<file path="config.mk">
export PLATFORM = sky130hd
export DESIGN_NAME = arith_result_stage
export DESIGN_NICKNAME = d
export VERILOG_FILES = /design/src/rtl/arith_result_stage.sv
export SDC_FILE = /design/constraint.sdc
export NUM_CORES = 1
export LEC_CHECK = 0
export ABC_AREA = 1
export BUFFER_PORTS_ARGS = -buffer_cell sky130_fd_sc_hd__buf_2
export CAP_MARGIN = 20
export CELL_PAD_IN_SITES_DETAIL_PLACEMENT = 1
export CELL_PAD_IN_SITES_GLOBAL_PLACEMENT = 1
export CORE_AREA = 5 5 105 107
export DETAILED_ROUTE_END_ITERATION = 16
export DIE_AREA = 0 0 110 112
export PLACE_DENSITY = 0.84
export SLEW_MARGIN = 20
export SYNTH_ARGS = -nofsm -noshare
export SYNTH_HDL_FRONTEND = slang
export SYNTH_SLANG_ARGS = --single-unit
export TNS_END_PERCENT = 20
</file>
<file path="constraint.sdc">
create_clock -name Clk -period 1.8 [get_ports Clk]
set_input_delay 0.36 -clock Clk [delete_from_list [all_inputs] [get_ports Clk]]
set_output_delay 0.36 -clock Clk [all_outputs]
set_load 0.01 [all_outputs]
</file>
<file path="src/rtl/arith_result_stage.sv">
// Registered writeback stage behind the 32-bit arithmetic unit: captures result and flags
// into a two-entry valid/ready skid buffer and tracks overflow status for status reads.
module arith_result_stage #(
    parameter int WIDTH   = 32,
    parameter int COUNT_W = 8
) (
    input  logic               Clk,
    input  logic               Reset,
    input  logic               InValid,
    output logic               InReady,
    input  logic [WIDTH-1:0]   ResultC,
    input  logic               CarryOut,
    input  logic               OverFlow,
    input  logic               Negative,
    output logic               OutValid,
    input  logic               OutReady,
    output logic [WIDTH-1:0]   OutResult,
    output logic [3:0]         OutFlags,
    input  logic               ClearSticky,
    output logic               StickyOverflow,
    output logic [COUNT_W-1:0] OvfCount
);

    typedef enum logic [1:0] {EMPTY, ONE, TWO} state_t;

    state_t             state, next_state;
    logic [WIDTH-1:0]   main_result, skid_result;
    logic [3:0]         main_flags, skid_flags;
    logic [3:0]         in_flags;
    logic               push, pop;

    function automatic logic [COUNT_W-1:0] sat_inc(input logic [COUNT_W-1:0] v);
        return (&v) ? v : v + COUNT_W'(1);
    endfunction

    // Handshake outputs depend only on the state register, never on inputs.
    assign InReady   = (state != TWO);
    assign OutValid  = (state != EMPTY);
    assign push      = InValid & InReady;
    assign pop       = OutValid & OutReady;
    assign in_flags  = {Negative, (ResultC == '0), CarryOut, OverFlow};
    assign OutResult = main_result;
    assign OutFlags  = main_flags;

    always_comb begin
        next_state = state;
        case (state)
            EMPTY:   if (push) next_state = ONE;
            ONE: begin
                if (push && !pop)      next_state = TWO;
                else if (!push && pop) next_state = EMPTY;
            end
            TWO:     if (pop) next_state = ONE;
            default: next_state = EMPTY;
        endcase
    end

    always_ff @(posedge Clk) begin
        if (Reset) begin
            state       <= EMPTY;
            main_result <= '0;
            main_flags  <= '0;
            skid_result <= '0;
            skid_flags  <= '0;
        end else begin
            state <= next_state;
            case (state)
                EMPTY: if (push) begin
                    main_result <= ResultC;
                    main_flags  <= in_flags;
                end
                ONE: begin
                    // Popping frees the head, so a new entry can bypass the skid slot.
                    if (push && pop) begin
                        main_result <= ResultC;
                        main_flags  <= in_flags;
                    end else if (push) begin
                        skid_result <= ResultC;
                        skid_flags  <= in_flags;
                    end
                end
                TWO: if (pop) begin
                    main_result <= skid_result;
                    main_flags  <= skid_flags;
                end
                default: ;
            endcase
        end
    end

    // A V=1 push in the same cycle as a clear wins: the clear resets, then this event counts.
    always_ff @(posedge Clk) begin
        if (Reset) begin
            StickyOverflow <= 1'b0;
            OvfCount       <= '0;
        end else if (push && OverFlow) begin
            StickyOverflow <= 1'b1;
            OvfCount       <= ClearSticky ? COUNT_W'(1) : sat_inc(OvfCount);
        end else if (ClearSticky) begin
            StickyOverflow <= 1'b0;
            OvfCount       <= '0;
        end
    end

endmodule

</file>
==> results of run 1 <==
-- final timing paths --
path / from / endpoint / slack [ns] / cells after the start
worst max-delay path: state[1] / OutFlags[3] / 0.11 / 10
worst min-delay path: CarryOut / skid_flags[1] / 0.30 / 3
worst min register to register: skid_result[13] / skid_result[13] / 0.45 / 2
worst max register to register: state[1] / OutFlags[3] / 0.11 / 10
-- cells by family after synthesis --
logic type      share of synthesized area [%]
compound gates                           21.9
xor+xnor                                0.236
fa+ha+maj                                1.01
buf+inv                                  10.1
flops                                    44.7
simple gates                             22.0
-- stage by stage --
| step | setup WS [ns] | power [mW] | hold slack (ns) | utilization [%] | instance area (um^2) |
|---|---|---|---|---|---|
| after floorplan | 0.256 | 2.62 | 0.425 | - | 3720 |
| after global placement | 0.126 | 2.89 | 0.431 | 42.8 | 4300 |
| after detailed placement | 0.0254 | 2.93 | 0.440 | 42.8 | 4300 |
| after CTS | 0.0112 | 4.59 | 0.290 | 45.2 | 4540 |
| after global routing | -0.0269 | 4.79 | 0.309 | 45.4 | 4570 |
| final | 0.106 | 4.54 | 0.300 | 45.4 | 4570 |
-- layer usage --
layer	vias up	routed length (um)	GRT usage, %
met5	-	0	0
met4	0	135	6.57
li1	1813	-	-
met3	13	493	3.25
met2	73	5460	31.3
met1	1725	4890	23.3
-- worst register-to-register path, stage by stage, from the launching register on --
cell and delay (ns):
dfxtp_2 0.40, nor2_2 0.08, nor2_1 0.17, ha_1 0.18, nand2_1 0.07, nand2_2 0.08
nand3_4 0.12, inv_8 0.14, buf_12 0.15, nand2_1 0.08, a21oi_1 0.15
-- area by class of cell --
class / instances / share of cell area (%)
Clock buffer: 12 / 3.18
Clock inverter: 4 / 2.14
Inverter: 54 / 4.60
Multi-Input combinational cell: 352 / 36.9
Sequential cell: 83 / 36.5
Tap cell: 136 / 3.73
Timing Repair Buffer: 99 / 13.0
-- state kept, by name (all words and copies together), names as in the netlist --
signal and cells:
OutResult 32, skid_result 32, OvfCount 8, OutFlags 4, skid_flags 4, state 2, StickyOverflow 1
-- power breakdown --
part           switching (mW)  internal [mW]
logic                   0.521          0.317
clock network           0.681          0.962
registers              0.0738           1.99
-- placed cells by master (no fill, tap or decap), drive strengths merged --
cell type / netlist / final
nand2: 143 / 143
buf: 20 / 99
dfxtp: 83 / 83
a21oi: 80 / 80
o21ai: 74 / 74
inv: 54 / 54
nor2: 38 / 38
clkbuf: 9 / 12
nand3: 8 / 8
ha: 3 / 3
bufinv: 0 / 3
nor3: 2 / 2
nand4: 2 / 2
xor2: 1 / 1
o22ai: 1 / 1
clkinvlp: 0 / 1
==> summary.md, run 1 <==
| Metric | Value |
|---|---|
| Max Cap Viol | 0 |
| Leak Pwr | ~2 nW |
| Synthesized area | ~0.0037 mm^2 |
| Worst clock skew | 0.0107 ns |
| Syn nets | around 560 |
| Share of the synthesized area in the top cell type | between 40% and 50% |
| Post-synthesis async set-or-reset flop share | 0% |
| Power density cells | 995 mW/mm^2 |
| Post-synth EDFFs | 0 |
| Critical path arrival | slightly below 2 ns |
| CP max stage delay | about 0.40 ns |
| Area Overhead vs Synth | 22.8% |
| GP Congestion | 0.851 |
| Layout Cells excl Fill | between 700 and 800 |
| Row count | 37 |
| Detailed Route Iter0 Violations | 120 |
| Port Buffers | 86 |
| Final Hold Vio Count | 0 |
| Slew HR | around 65% |
| Critical Path End Type | flop |
| Fill count | between 1000 and 1500 |
| Post-CTS Resized | 2 |
| CTS HTree Levels | 3 |
| Yosys reg bits | between 80 and 90 |
| Critical path's slowest cell | dfxtp_2 |
| Commonest cells in the netlist | nand2_1, dfxtp_1, a21oi_1 |
| Final setup fails | 0 |
| Remaining global-route overflow | 0 |
| Multi-input gate area | between 0.0015 and 0.002 mm^2 |
| Buffers and inverters on the worst path | 2 |
| Ys flop type | dfxtp_1 |
| Clock Sinks | between 80 and 90 |
| Final ANT Viol Nets | 0 |
| Die Y | around 110 um |
| Mapped Cells | just over 500 |
| Antenna violations before repair | 0 |
| Cell family with most CP delay | simple AND/OR/NAND/NOR gates |
| Worst-path cell chain | nor2_2, nor2_1, ha_1, nand2_1, nand2_2, nand3_4, inv_8, buf_12, nand2_1, a21oi_1 |
| WL/cell | 14.8 um |
| HPWL Detailed | slightly below 8 mm |
| Fin Setup TNS | 0 ns |
| Run status | completed |
| Seq/Total Area, Yosys | between 40% and 50% |
| Core ar. | around 0.01 mm^2 |
| Vias in the first global route | between 3000 and 4000 |
| Fmax | 590 MHz |
| Clock-pin slew on the worst setup and hold paths | roughly 0.080 ns |
| IO Count | between 80 and 90 |
| DRC Markers | 0 |
| Post-CTS setup buffer count | 0 |
| Routed vias/inst | a little under 5 |
| Clock Path Buffers | 2 |
| Hold Buf Count CTS | 0 |
| GRT Overall Usage | 18.5% |
| Most common cell in the netlist | nand2_1 |
| Cell taking the most area after synthesis | dfxtp_1 |
| Distinct cell type count after synthesis | 28 |
| Fin crit period | 1.69 ns |
| Ratio of cells with drive above 1 in the final layout | 25.0% |
| Drt pass-1 iters | 4 |
| Synth warn | 0 |
| Total inserted antenna cells | 0 |
| Syn avg cell area | just over 7 um^2 |
| Routed WL | roughly 11 mm |
| DIE WIDTH | 110 um |
| Synth area leaders | dfxtp_1, nand2_1, a21oi_1 |
| Initial Utilization | 37.0% |
| First-pass GRT wire length | about 18 mm |
| Total vias in the final route | around 3600 |
| Number of placed cells counting well taps | about 720 |
| CTS Buf Count | 9 |
| FF/Latch Area | approximately 0.0017 mm^2 |
| Fin. max-slew vios | 0 |
| Final layout net count | around 640 |
| DIE AREA | between 0.01 and 0.015 mm^2 |
| Max Fanout on Critical Path | 15 |
| Clock root buffer | clkbuf_8 |
| Worst slew pin tran | 0.530 ns |
| Clk Latency, worst-skew pair | about 0.36 ns |
| Max VDD drop | roughly 0.00043 V |
| Fin crit share | 94.1% |
| Startpoint Class | flop |
| CTS tree | done |
| Worst endpoint required time | 2.09 ns |
| Most frequent cell on the critical path | nand2_1 |
| Critical path type | reg2reg |
| Largest net degree at the start of global routing | 48 |
| Worst hold path class | in2reg |
(Power assumes the default switching activity.)
==> inputs of run 2 (changes only) <==
ABC_AREA = default   (was 1)
CORE_AREA = 5 5 101 103   (was 5 5 105 107)
DIE_AREA = 0 0 106 108   (was 0 0 110 112)
PLACE_DENSITY = 0.82   (was 0.84)
==> summary.md, run 2 <==
| Metric | Value |
|---|---|
| Syn avg cell area | 8.66 um^2 (+21%) |
| Largest net degree at the start of global routing | 40 (-17%) |
| Drt pass-1 iters | 4 (unchanged) |
| Mapped Cells | 400 (-23%) |
| DIE WIDTH | 106 um (-3.6%) |
| Clock root buffer | clkbuf_8 |
| Routed vias/inst | 5.31 (+8.5%) |
| Clock-pin slew on the worst setup and hold paths | 0.09 ns (about the same) |
| P_sw | 1.11 mW (-13%) |
| Clk network pwr share | 36.9% (+0.7 points) |
| Leak Pwr | 2.01 nW (+0.35%) |
| FF-to-FF path depth | 8 (-2) |
| Critical path's slowest cell | dfxtp_2 |
| Most common cell after layout, fill and taps aside | buf_2 |
| GR peak layer | met2 |
| First-pass GRT wire length | 16.0 mm (-13%) |
| Pint | 3.16 mW (-3.4%) |
| Port Buffers | 86 (unchanged) |
| CP max stage delay | 0.35 ns (-0.05 ns) |
| Worst endpoint required time | 2.02 ns (-0.07 ns) |
| Post-synth EDFFs | 0 (unchanged) |
| Final layout net count | 533 (-17%) |
| Cell taking the most area after synthesis | dfxtp_1 |
| RR Endpoint | OutFlags[2] |
| Fin crit share | 98.5% (+4.4 points) |
| Max Fanout on Critical Path | 6 (-9) |
| FF-to-FF setup slack | 0.03 ns (-0.08 ns) |
| Power density cells | 957 mW/mm^2 (-3.8%) |
| Syn nets | 443 (-21%) |
| Hold Buf Count CTS | 0 (unchanged) |
| Commonest cells in the netlist | dfxtp_1, nand2_1, a21oi_1 |
| Layout Cells excl Fill | 605 (-18%) |
| GRT Overall Usage | 17.1% (-1.4 points) |
| DRC Markers | 0 (unchanged) |
| IO Count | 87 (unchanged) |
| GR Util met1 | 19.8% (-3.5 points) |
| Fin. max-slew vios | 0 (unchanged) |
| Area Overhead vs Synth | 28.8% |
| Ratio of cells with drive above 1 in the final layout | 29.4% (+4.4 points) |
| Total power | 4.27 mW (-6.1%) |
| Worst hold path class | in2reg |
| Total inserted antenna cells | 0 (unchanged) |
| CTS tree | done |
| Clock Sinks | 83 (unchanged) |
| Final setup fails | 0 (unchanged) |
| Reg power frac | 47.2% (+1.8 points) |
| Logic pwr share | 15.9% (-2.6 points) |
| Ys flop type | dfxtp_1 |
| Die Y | 108 um (-3.6%) |
| Most frequent cells in the layout | buf_2, dfxtp_1, nand2_1 |
| Core ar. | 0.00911 mm^2 (-9.3%) |
| Remaining global-route overflow | 0 (unchanged) |
| Share of the synthesized area in the top cell type | 48.0% (+3.3 points) |
| Worst slew pin tran | 0.544 ns (+0.0135 ns) |
| Seq/Total Area, Yosys | 48.0% (+3.3 points) |
| Clock Path Buffers | 2 (unchanged) |
| Yosys reg bits | 83 (unchanged) |
| CTS Buf Count | 9 (unchanged) |
| DIE AREA | 0.0114 mm^2 (-7.1%) |
| Critical path type | reg2reg |
| Startpoint Class | flop |
| Routed WL | 10.3 mm (-6.5%) |
| Run status | completed |
| Initial Utilization | 38.0% (+1.0 points) |
| Slew HR | 62.7% (-1.9 points) |
| HP Start | ResultC[29] |
| Worst-path cell chain | or2_2, nand2_2, inv_1, ha_2, o2bb2ai_4, buf_4, mux2i_1, o22ai_1 |
| Most common cell in the netlist | dfxtp_1 |
| Max Cap Viol | 0 (unchanged) |
| Final Hold Vio Count | 0 (unchanged) |
| Final ANT Viol Nets | 0 (unchanged) |
| GP Congestion | 0.838 (-1.4%) |
| Total vias in the final route | 3214 (-11%) |
| HPWL Detailed | 7.07 mm (-11%) |
| Fraction of power spent switching nets | 26.0% (-2.1 points) |
| Hold Crit Depth | 3 (unchanged) |
| Fmax | 564 MHz (-4.5%) |
| RSZ-0062 raised after global routing | true |
| Worst clock skew | 0.0162 ns (+0.00548 ns) |
| Met2 usage | 31.8% (+0.47 points) |
| Clk Latency, worst-skew pair | 0.34 ns (-0.02 ns) |
| Synth warn | 0 (unchanged) |
| Distinct cell type count after synthesis | 34 (+21%) |
| Vias in the first global route | 3294 (-14%) |
| Crit Reg-Reg Startpoint | state[1] |
| Synth area leaders | dfxtp_1, mux2i_1, nand2_1 |
| Post-synthesis async set-or-reset flop share | 0% (unchanged) |
| Met3 Use GR | 3.34% (+0.097 points) |
| Critical path arrival | 1.99 ns (about the same) |
| Number of placed cells counting well taps | 584 (-19%) |
| Synthesized area | 0.00346 mm^2 (-6.9%) |
| Detailed Route Iter0 Violations | 97 (-19%) |
| Fin crit period | 1.77 ns (+0.0790 ns) |
| Hold EP | skid_result[29] |
| Max VDD drop | 0.000449 V (+5.0%) |
| Critical Path End Type | flop |
| Row count | 35 (-5.4%) |
| Antenna violations before repair | 0 (unchanged) |
| WL/cell | 17.0 um (+14%) |
| CTS HTree Levels | 3 (unchanged) |
-- run 2: cell count changes after synthesis, moves of 6 or more --
cell,change
o21ai_0,-57
a21oi_2,-10
inv_1,-47
a21oi_1,-27
nor4_1,+8
a211oi_1,+35
nor2_1,+6
o21ai_1,-15
nand2_1,-50
mux2i_1,+37
clkbuf_1,+7
nand2_2,-15
-- run 2: how the worst max path moves through the flow --
stage           startpoint             to  slack, ns  depth (start not counted)
6_report          state[1]    OutFlags[2]       0.03                          8
5_1_grt           state[1]    OutFlags[2]      -0.07                          8
4_1_cts           state[1]  OutResult[29]       0.01                          8
3_5_place_dp   ResultC[26]  skid_flags[2]      -0.02                          5
3_3_place_gp    ResultC[3]  skid_flags[2]       0.01                          5
2_1_floorplan     state[0]  skid_flags[2]       0.01                          9
-- run 2: stage by stage --
stage          setup slack (ns)  hold slack (ns)  setup TNS, ns  utilization [%]  area [um^2]
4_1_cts                  0.0135            0.253              0             47.2         4300
3_5_place_dp            -0.0223            0.449        -0.0223             44.7         4070
3_3_place_gp            0.00995            0.441              0             44.7         4070
2_1_floorplan            0.0132            0.436              0                -         3500
6_report                 0.0273            0.267              0             49.0         4460
5_1_grt                 -0.0693            0.260         -0.262             49.0         4460
-- run 2: what timing repair did --
item,CTS,global route
endpoints found under the setup margin,0,40
setup buffers,0,2
resized for setup,0,19
-- run 2: worst max-delay path, delay by kind of cell, from the launching register on --
family	cells	cell delay (ns)
and+or+nand+nor	2	0.38
DFF	1	0.35
AOI/OAI and AO/OA	2	0.31
buffers and inverters	2	0.25
adders and majority gates	1	0.20
muxes	1	0.16
-- run 2: power groups by stage --
stage	registers [mW]	clock network, mW	logic [mW]
after CTS	2.01	1.60	0.610
after global placement	2.05	0	0.588
after global routing	2.03	1.69	0.742
after floorplan	2.09	0	0.305
after detailed placement	2.06	0	0.606
final	2.02	1.57	0.677
-- run 2: cell families (layout without fill, tap and decap cells) --
group | count (synthesis) | count (layout) | share of synthesized area [%]
flip-flops | 83 | 83 | 48.0
AO/OA/AOI/OAI | 92 | 93 | 17.1
buffers and inverters | 32 | 125 | 3.90
adder cells (fa/ha/maj) | 3 | 3 | 1.08
AND/OR/NAND/NOR | 153 | 153 | 19.2
multiplexers | 37 | 37 | 10.7
-- run 2: final cells by class --
type | instances | area (um^2)
timing repair buffer | 107 | 659
inverter | 3 | 11.3
fill | 1096 | 4650
clock inverter | 5 | 103
clock buffer | 10 | 128
tap | 111 | 139
multi-input combinational | 286 | 1760
sequential | 83 | 1660
-- run 2: layer usage --
layer	vias up	routed length (um)
li1	1589	-
met1	1563	4570
met2	52	5250
met3	10	339
met4	0	117
met5	-	0
==> inputs of run 3 (changes only) <==
CELL_PAD_IN_SITES_DETAIL_PLACEMENT = default   (was 1)
CELL_PAD_IN_SITES_GLOBAL_PLACEMENT = default   (was 1)
CORE_AREA = 5 5 90 92   (was 5 5 101 103)
DIE_AREA = 0 0 95 97   (was 0 0 106 108)
MAX_ROUTING_LAYER = met4   (was default)
PLACE_DENSITY = 0.79   (was 0.82)
==> summary.md, run 3 (synthesis gave the netlist of run 2 again) <==
| Metric | Value |
|---|---|
| CTS Buf Count | 9 (unchanged) |
| Antenna violations before repair | 0 (unchanged) |
| Critical path arrival | 1.99 ns (about the same) |
| Final setup fails | 0 (unchanged) |
| Worst endpoint required time | 2.03 ns (about the same) |
| Worst Setup SP | state[1] |
| Max Fanout on Critical Path | 19 (+13) |
| CTS tree | done |
| Max VDD drop | 0.000411 V (-8.6%) |
| Power density cells | 942 mW/mm^2 (-1.5%) |
| Fmax | 567 MHz (+0.56%) |
| RSZ-0062 raised after global routing | true |
| Detailed Route Iter0 Violations | 144 (+48%) |
| Number of placed cells counting well taps | 571 (-2.2%) |
| HP Start | ResultC[14] |
| First-pass GRT wire length | 13.7 mm (-14%) |
| Final layout net count | 531 (-0.38%) |
| GRT Overall Usage | 18.9% (+1.8 points) |
| Clock root buffer | clkbuf_8 |
| Leak Pwr | 2.00 nW (-0.44%) |
| Die Y | 97 um (-10%) |
| Slew HR | 60.8% (-1.9 points) |
| Most frequent cells in the layout | buf_2, dfxtp_1, nand2_1 |
| Worst slew pin tran | 0.571 ns (+0.0273 ns) |
| GP Congestion | 0.846 (+0.95%) |
| Finished Core Util | 62.2% (+13 points) |
| Fin crit period | 1.76 ns (-0.00994 ns) |
| Max Cap Viol | 0 (unchanged) |
| Vias in the first global route | 2954 (-10%) |
| Row count | 31 (-11%) |
| WL/cell | 14.9 um (-12%) |
| Port Buffers | 86 (unchanged) |
| Most common cell after layout, fill and taps aside | buf_2 |
| Drt pass-1 iters | 4 (unchanged) |
| Layout Cells excl Fill | 592 (-2.1%) |
| Remaining global-route overflow | 0 (unchanged) |
| Clock-pin slew on the worst setup and hold paths | 0.09 ns (about the same) |
| Total inserted antenna cells | 0 (unchanged) |
| Clock Sinks | 83 (unchanged) |
| Total vias in the final route | 3187 (-0.84%) |
| Worst clock skew | 0.0127 ns (-0.00352 ns) |
| Clk Latency, worst-skew pair | 0.36 ns (+0.02 ns) |
| Fin crit share | 97.9% (-0.55 points) |
| FF-to-FF setup slack | 0.04 ns (about the same) |
| Area Overhead vs Synth | 28.2% |
| Crit Reg-Reg Startpoint | state[1] |
| Fin. max-slew vios | 0 (unchanged) |
| DIE AREA | 0.00922 mm^2 (-20%) |
| Routed vias/inst | 5.38 (+1.3%) |
| Final ANT Viol Nets | 0 (unchanged) |
| Hold Buf Count CTS | 0 (unchanged) |
| Run status | completed |
| Worst hold path class | in2reg |
| Fill count | 655 (-40%) |
| Core ar. | 0.00714 mm^2 (-22%) |
| Critical path type | reg2reg |
| Largest net degree at the start of global routing | 60 (+50%) |
| DRC Markers | 0 (unchanged) |
| Ratio of cells with drive above 1 in the final layout | 29.8% (+0.47 points) |
| DIE WIDTH | 95 um (-10%) |
| Initial Utilization | 48.5% (+11 points) |
| Critical Path End Type | flop |
| HPWL Detailed | 5.87 mm (-17%) |
| Final Hold Vio Count | 0 (unchanged) |
| CTS HTree Levels | 3 (unchanged) |
| Clock Path Buffers | 2 (unchanged) |
| Fin Setup TNS | 0 ns (unchanged) |
| Routed WL | 8.82 mm (-14%) |
| Total power | 4.18 mW (-2.0%) |
| Startpoint Class | flop |
| IO Count | 87 (unchanged) |
==> run 3: metrics by stage <==
| stage | instance area, um^2 | worst slack (ns) | hold slack [ns] |
|---|---|---|---|
| finish | 4440 | 0.0372 | 0.251 |
| global route | 4440 | -0.0475 | 0.252 |
| CTS | 4290 | 0.0243 | 0.238 |
| detailed placement | 4060 | 0.0110 | 0.446 |
| global placement | 4060 | 0.102 | 0.441 |
| floorplan | 3500 | 0.0132 | 0.436 |
==> run 3: what timing repair did <==
action                                  4_1_cts  5_1_grt
gates resized for setup                       2       20
endpoints found under the setup margin        4       43
buffers inserted                              0        2
gates cloned                                  0        3
==> run 3: report_power, final <==
part | internal [mW] | switching (mW) | leakage (nW) | total, mW
Clock | 0.827 | 0.681 | 0.110 | 1.51
Combinational | 0.286 | 0.376 | 1.21 | 0.662
Sequential | 1.95 | 0.0595 | 0.680 | 2.01
==> run 3: critical path, stage by stage (launching register included) <==
cell       delay [ns]
dfxtp_2          0.36
or2_2            0.30
nand2_1          0.09
inv_1            0.05
ha_2             0.20
o2bb2ai_4        0.22
buf_12           0.22
nor2_1           0.13
a211oi_1         0.07
==> run 3: cell type report <==
cell class / instances / area [um^2] / share of cell area, %
multi-input combinational: 286 / 1780 / 40.0
sequential: 83 / 1660 / 37.5
timing repair buffer: 105 / 638 / 14.4
clock buffer: 11 / 141 / 3.18
tap: 99 / 124 / 2.79
clock inverter: 5 / 85.1 / 1.92
inverter: 3 / 11.3 / 0.254
==> run 3: layer usage <==
| metal | global-route usage (%) | wire (um) | vias up |
|---|---|---|---|
| met1 | 23.3 | 3890 | 1514 |
| met4 | 7.99 | 167 | 0 |
| met3 | 2.79 | 384 | 17 |
| met5 | - | 0 | - |
| met2 | 30.6 | 4380 | 76 |
| li1 | - | - | 1580 |
==> run 3: worst paths after layout <==
path | to | cells past startpoint
max | OutResult[6] | 8
max reg2reg | OutResult[6] | 8
min | skid_result[14] | 3
min reg2reg | skid_flags[3] | 2
